**config.mk**
```make
export PLATFORM = sky130hd
export DESIGN_NAME = sun_track_ctrl
export DESIGN_NICKNAME = d
export VERILOG_FILES = /design/src/rtl/sun_track_ctrl.sv
export SDC_FILE = /design/constraint.sdc
export NUM_CORES = 1
export LEC_CHECK = 0
export BUFFER_PORTS_ARGS = -buffer_cell sky130_fd_sc_hd__buf_2
export CORE_MARGIN = 4
export CORE_UTILIZATION = 57
export DETAILED_ROUTE_END_ITERATION = 7
export GPL_TIMING_DRIVEN = 0
export PLACE_DENSITY = 0.8
export SETUP_SLACK_MARGIN = 0.3
export SKIP_CTS_REPAIR_TIMING = 1
export SYNTH_ARGS = -nofsm -noshare
export SYNTH_HDL_FRONTEND = slang
export SYNTH_SLANG_ARGS = --single-unit
```
**constraint.sdc**
```tcl
create_clock -name CLK -period 4.65 [get_ports CLK]
set_input_delay 1.1625 -clock CLK [delete_from_list [all_inputs] [get_ports CLK]]
set_output_delay 1.1625 -clock CLK [all_outputs]
set_load 0.02 [all_outputs]
```
**src/rtl/sun_track_ctrl.sv**
```systemverilog
// sun_track_ctrl: east/west light comparison with deadband and N-sample confirmation, driving DIR/EN of pwm_control.
// Registered outputs, DIR moves 2 cycles after the confirming sample; `SUN_TRACK_WATCHDOG_EN adds a move watchdog with sticky FAULT.
module sun_track_ctrl #(
  parameter int DATA_W     = 12,
  parameter int DEADBAND   = 16,
  parameter int CONFIRM    = 4,
  parameter int SETTLE_CYC = 100000,
  parameter int WDOG_CYC   = 50000000
) (
  input  logic              CLK,
  input  logic              RST,
  input  logic              SAMPLE_VALID,
  input  logic [DATA_W-1:0] LIGHT_A,
  input  logic [DATA_W-1:0] LIGHT_B,
  input  logic              LIM_CCW,
  input  logic              LIM_CW,
  output logic [1:0]        DIR,
  output logic              EN,
  output logic              FAULT
);

  localparam logic [1:0] CLS_STOP = 2'b00;
  localparam logic [1:0] CLS_CCW  = 2'b01;
  localparam logic [1:0] CLS_CW   = 2'b10;

  localparam logic [2:0] ST_IDLE     = 3'd0;
  localparam logic [2:0] ST_MOVE_CCW = 3'd1;
  localparam logic [2:0] ST_MOVE_CW  = 3'd2;
  localparam logic [2:0] ST_SETTLE   = 3'd3;
`ifdef SUN_TRACK_WATCHDOG_EN
  localparam logic [2:0] ST_FAULT    = 3'd4;
`endif

  localparam int DW1  = DATA_W + 1;
  localparam int CW_W = $clog2(CONFIRM + 1);
  localparam int SW   = $clog2(SETTLE_CYC + 1);

  localparam logic [CW_W-1:0]       CNT_MAX     = CW_W'(CONFIRM);
  localparam logic [SW-1:0]         SETTLE_LAST = SW'(SETTLE_CYC - 1);
  localparam logic signed [DATA_W:0] DB_POS     = DW1'(DEADBAND);
  localparam logic signed [DATA_W:0] DB_NEG     = -DB_POS;

  logic signed [DATA_W:0] diff;
  logic [1:0]             cls;

  logic [1:0]      cand_q, cand_d;
  logic [CW_W-1:0] cnt_q, cnt_d;
  logic [1:0]      acc_q, acc_d;
  logic [2:0]      state_q, state_d;
  logic [SW-1:0]   settle_q, settle_d;
  logic [1:0]      dir_q, dir_d;
  logic            en_q, en_d;

`ifdef SUN_TRACK_WATCHDOG_EN
  localparam int            WW        = $clog2(WDOG_CYC + 1);
  localparam logic [WW-1:0] WDOG_LAST = WW'(WDOG_CYC - 1);
  logic [WW-1:0] wdog_q, wdog_d;
  logic          fault_q, fault_d;
`endif

  // Zero-extended operands: the DATA_W+1 signed difference cannot overflow.
  assign diff = $signed({1'b0, LIGHT_A}) - $signed({1'b0, LIGHT_B});

  always_comb begin
    cls = CLS_STOP;
    if (diff > DB_POS)      cls = CLS_CCW;
    else if (diff < DB_NEG) cls = CLS_CW;
  end

  always_comb begin
    cand_d = cand_q;
    cnt_d  = cnt_q;
    acc_d  = acc_q;
    if (SAMPLE_VALID) begin
      if (cls == cand_q) begin
        if (cnt_q != CNT_MAX) cnt_d = cnt_q + 1'b1;
      end else begin
        cand_d = cls;
        cnt_d  = CW_W'(1);
      end
      if (cnt_d == CNT_MAX) acc_d = cand_d;
    end
  end

  always_comb begin
    state_d  = state_q;
    settle_d = settle_q;
`ifdef SUN_TRACK_WATCHDOG_EN
    wdog_d   = '0;
`endif
    case (state_q)
      ST_IDLE: begin
        if (acc_q == CLS_CCW && !LIM_CCW)     state_d = ST_MOVE_CCW;
        else if (acc_q == CLS_CW && !LIM_CW)  state_d = ST_MOVE_CW;
      end
      ST_MOVE_CCW: begin
        if (LIM_CCW || acc_q != CLS_CCW) begin
          state_d  = ST_SETTLE;
          settle_d = '0;
        end
`ifdef SUN_TRACK_WATCHDOG_EN
        else if (wdog_q == WDOG_LAST) state_d = ST_FAULT;
        else                          wdog_d  = wdog_q + 1'b1;
`endif
      end
      ST_MOVE_CW: begin
        if (LIM_CW || acc_q != CLS_CW) begin
          state_d  = ST_SETTLE;
          settle_d = '0;
        end
`ifdef SUN_TRACK_WATCHDOG_EN
        else if (wdog_q == WDOG_LAST) state_d = ST_FAULT;
        else                          wdog_d  = wdog_q + 1'b1;
`endif
      end
      ST_SETTLE: begin
        if (settle_q == SETTLE_LAST) state_d  = ST_IDLE;
        else                         settle_d = settle_q + 1'b1;
      end
`ifdef SUN_TRACK_WATCHDOG_EN
      ST_FAULT: state_d = ST_FAULT;
`endif
      default: state_d = ST_IDLE;
    endcase
  end

  // Outputs are decoded from the next state so they change on the same edge as the FSM.
  always_comb begin
    dir_d = 2'b00;
    case (state_d)
      ST_MOVE_CCW: dir_d = 2'b01;
      ST_MOVE_CW:  dir_d = 2'b10;
      default:     dir_d = 2'b00;
    endcase
`ifdef SUN_TRACK_WATCHDOG_EN
    en_d    = (state_d != ST_FAULT);
    fault_d = (state_d == ST_FAULT);
`else
    en_d    = 1'b1;
`endif
  end

  always_ff @(posedge CLK) begin
    if (RST) begin
      cand_q   <= CLS_STOP;
      cnt_q    <= '0;
      acc_q    <= CLS_STOP;
      state_q  <= ST_IDLE;
      settle_q <= '0;
      dir_q    <= 2'b00;
      en_q     <= 1'b0;
`ifdef SUN_TRACK_WATCHDOG_EN
      wdog_q   <= '0;
      fault_q  <= 1'b0;
`endif
    end else begin
      cand_q   <= cand_d;
      cnt_q    <= cnt_d;
      acc_q    <= acc_d;
      state_q  <= state_d;
      settle_q <= settle_d;
      dir_q    <= dir_d;
      en_q     <= en_d;
`ifdef SUN_TRACK_WATCHDOG_EN
      wdog_q   <= wdog_d;
      fault_q  <= fault_d;
`endif
    end
  end

  assign DIR = dir_q;
  assign EN  = en_q;
`ifdef SUN_TRACK_WATCHDOG_EN
  assign FAULT = fault_q;
`else
  // No watchdog in this build: FAULT is constant low (WDOG_CYC is never negative).
  assign FAULT = (WDOG_CYC < 0);
`endif

endmodule

```
==> flow_summary.toml <==
[outcome]
status = "completed"

[timing]
worstMarginPinSlew_ns = 0.850
rsz0062_at_grt = "false"
setup_viol = 0
max_freq_mhz = 249
fin_worst_skew_ns = 0.00685
min_period_over_period = 0.863
maxSlewViolCount = 0
hold_viol = 0
fin_tns_setup_ns = 0
worst_slack_ns = 0.639
max_slew_margin = 0.425
min_period_ns = 4.01
whs_ns = 0.496

[yosys]
netlist_instances = 272
async_flop_share = 0
yosys.area.top_type = "dfxtp_1"
yosys-top-cells-area = "dfxtp_1 (28%), ha_1 (8.8%), xor2_1 (6.6%)"
yosysTopAreaCellShare = 0.283
synth_flop_cell = "dfxtp_1"
syn_avg_cell_area_sq_um = 7.81
yosysSeqAreaShare = 0.283
yosys_warnings = 0
yosysUniqueCellTypes = 52
synth_edf_count = 0
synth-seq-cells = 30
synth_area_sq_mm = 0.00212

[clock_network]
cts_root_buffer = "clkbuf_8"
cts_buffers = 5
clockBufferDepth = 2
cts_sinks = 30
htree_levels = 2
clk_pin_slew_ns = 0.06
clkLatencyLatePin_ns = 0.28
cts_tree = "done"

[placed_design]
place_congestion = 0.869
hpwlAfterDp_um = 3100
io_buffers = 29
pre_cts_ws_ns = 0.352

[critical_path]
worst_setup_path_start_kind = "input pin"
critical_path_class = "in -> reg"
worstPathArrival_ns = 4.17
critPathMaxFanout = 4
cp.required_ns = 4.81
crit_path_end_kind = "flop"
ff2ff_setup_slack_ns = 2.35

[grt]
grt_max_degree = 11
grt_pass1_wl_um = 7160
grt_antenna_before_repair = 0
grt_overflow = 0
grt_pass1_vias = 1776
gr-usage-all-layers = 0.178

[routing]
drc = 0
route.antenna.remaining_nets = 0
vias = 1936
drt_pre_antenna_iters = 4
via_per_inst = 5.45
wl_per_cell_um = 11.2
drt-total-wl_um = 3960
drt_iter0_drc = 131

[floorplanning]
core_area_sq_mm = 0.00347
ios = 33
initial_core_util = 0.612
die_w_um = 69.0
num_rows = 21
die_h_um = 69.0
dieArea_sq_mm = 0.00477

[power]
p_per_area_mw_per_mm2 = 270
combPwrFrac = 0.206
pwr-share-seq = 0.400
switchingPower_mw = 0.168
leakage_nw = 1.04
p_sw_frac = 0.256
p_clk_frac = 0.395
peakVddDrop_v = 0.000116
p_int_mw = 0.491

[min_path]
min_path_type = "reg -> reg"

[flow_run]
cap_violations = 0

[final_layout]
num_antenna_cells = 0
area_growth_syn_to_layout_pct = 15.0
layout-drive-gt1-share = 0.162
nNetsFinal = 354
==> per-stage QoR <==
stage	instances	power [mW]	utilization	area (sq um)
2_1_floorplan	273	0.374	-	2130
3_3_place_gp	348	0.402	0.672	2330
3_5_place_dp	348	0.405	0.672	2330
4_1_cts	355	0.666	0.704	2440
5_1_grt	355	0.696	0.704	2440
6_report	355	0.659	0.704	2440
==> cells by family after synthesis <==
logic type	share of synthesized area
other	0.00177
buffers and inverters	0.0483
adder cells (fa/ha/maj)	0.0978
AO/OA/AOI/OAI	0.166
flip-flops	0.283
XOR/XNOR	0.0949
AND/OR/NAND/NOR	0.270
multiplexers	0.0377
==> state kept, by name (all words and copies together), names as in the netlist <==
register  cells
settle_q     17
cnt_q         3
state_q       3
DIR           2
acc_q         2
cand_q        2
EN            1
==> power by group through the flow <==
| stage | combinational [mW] | clock, mW | sequential (mW) |
|---|---|---|---|
| floorplan | 0.105 | 0 | 0.269 |
| global placement | 0.133 | 0 | 0.269 |
| detailed placement | 0.136 | 0 | 0.269 |
| CTS | 0.136 | 0.266 | 0.263 |
| global route | 0.155 | 0.278 | 0.264 |
| finish | 0.136 | 0.260 | 0.263 |
==> final cells by class <==
class                      instances  area [sq um]
multi-input combinational        217          1420
fill                             306          1030
sequential                        30           601
timing repair buffer              29           145
clock buffer                       6          82.6
inverter                          20          75.1
tap                               46          57.6
clock inverter                     1          30.0
buffer                             6          27.5
==> worst paths after layout <==
path	depth (start not counted)	startpoint	to
setup / recovery	13	LIGHT_A[0]	acc_q[0]
hold / removal	2	cnt_q[1]	cnt_q[1]
hold reg to reg	2	cnt_q[1]	cnt_q[1]
setup reg to reg	10	settle_q[0]	settle_q[15]
==> critical path, stage by stage <==
cell and delay [ns]:
buf_2 0.07, inv_1 0.03, ha_1 0.21, fa_1 0.40
nand2b_1 0.18, a211oi_1 0.32, o22ai_1 0.15, xor2_1 0.19
o2111ai_1 0.13, or4_4 0.57, mux2i_4 0.23, a21oi_2 0.22
mux2_4 0.31
==> cells in the mapped netlist (all sizes together), types with 2 or more instances <==
cell     count
mux2i        3
a211oi       5
xnor2        7
nor3         6
o31ai        2
dfxtp       30
buf          2
nor4         3
a21oi       18
nor4b        4
and3         4
a21o         4
nor2b        3
or3          3
inv         20
mux2         3
ha          15
clkbuf       4
nand2       28
o21a         4
nand3       11
nand2b       2
nor2        38
and2         3
o2111ai      2
xor2        16
o21ai        9
nand4        6
==> routing by layer <==
metal / share of wire / GRT usage / up-vias
li1: - / - / 1025
met2: 0.46 / 0.294 / 53
met3: 0.053 / 0.0465 / 4
met5: 0 / 0 / -
met4: 0.012 / 0.0586 / 0
met1: 0.47 / 0.223 / 854
==> cell usage in the layout, fill, tap and decap left out, drive strengths merged, types with 2 or more instances in the layout <==
cell type	count
dfxtp	30
and3	4
o31ai	2
nand2	28
inv	20
mux2i	3
a211oi	5
nor4b	4
ha	15
mux2	3
nor3	6
clkbuf	10
nor2	38
buf	31
o21a	4
xnor2	7
xor2	16
a21oi	18
nand3	11
a21o	4
or3	3
nor4	3
nor2b	3
o21ai	9
and2	3
nand4	6
conb	2
o2111ai	2
nand2b	2
Note: power is estimated with default switching activity, not from simulation.
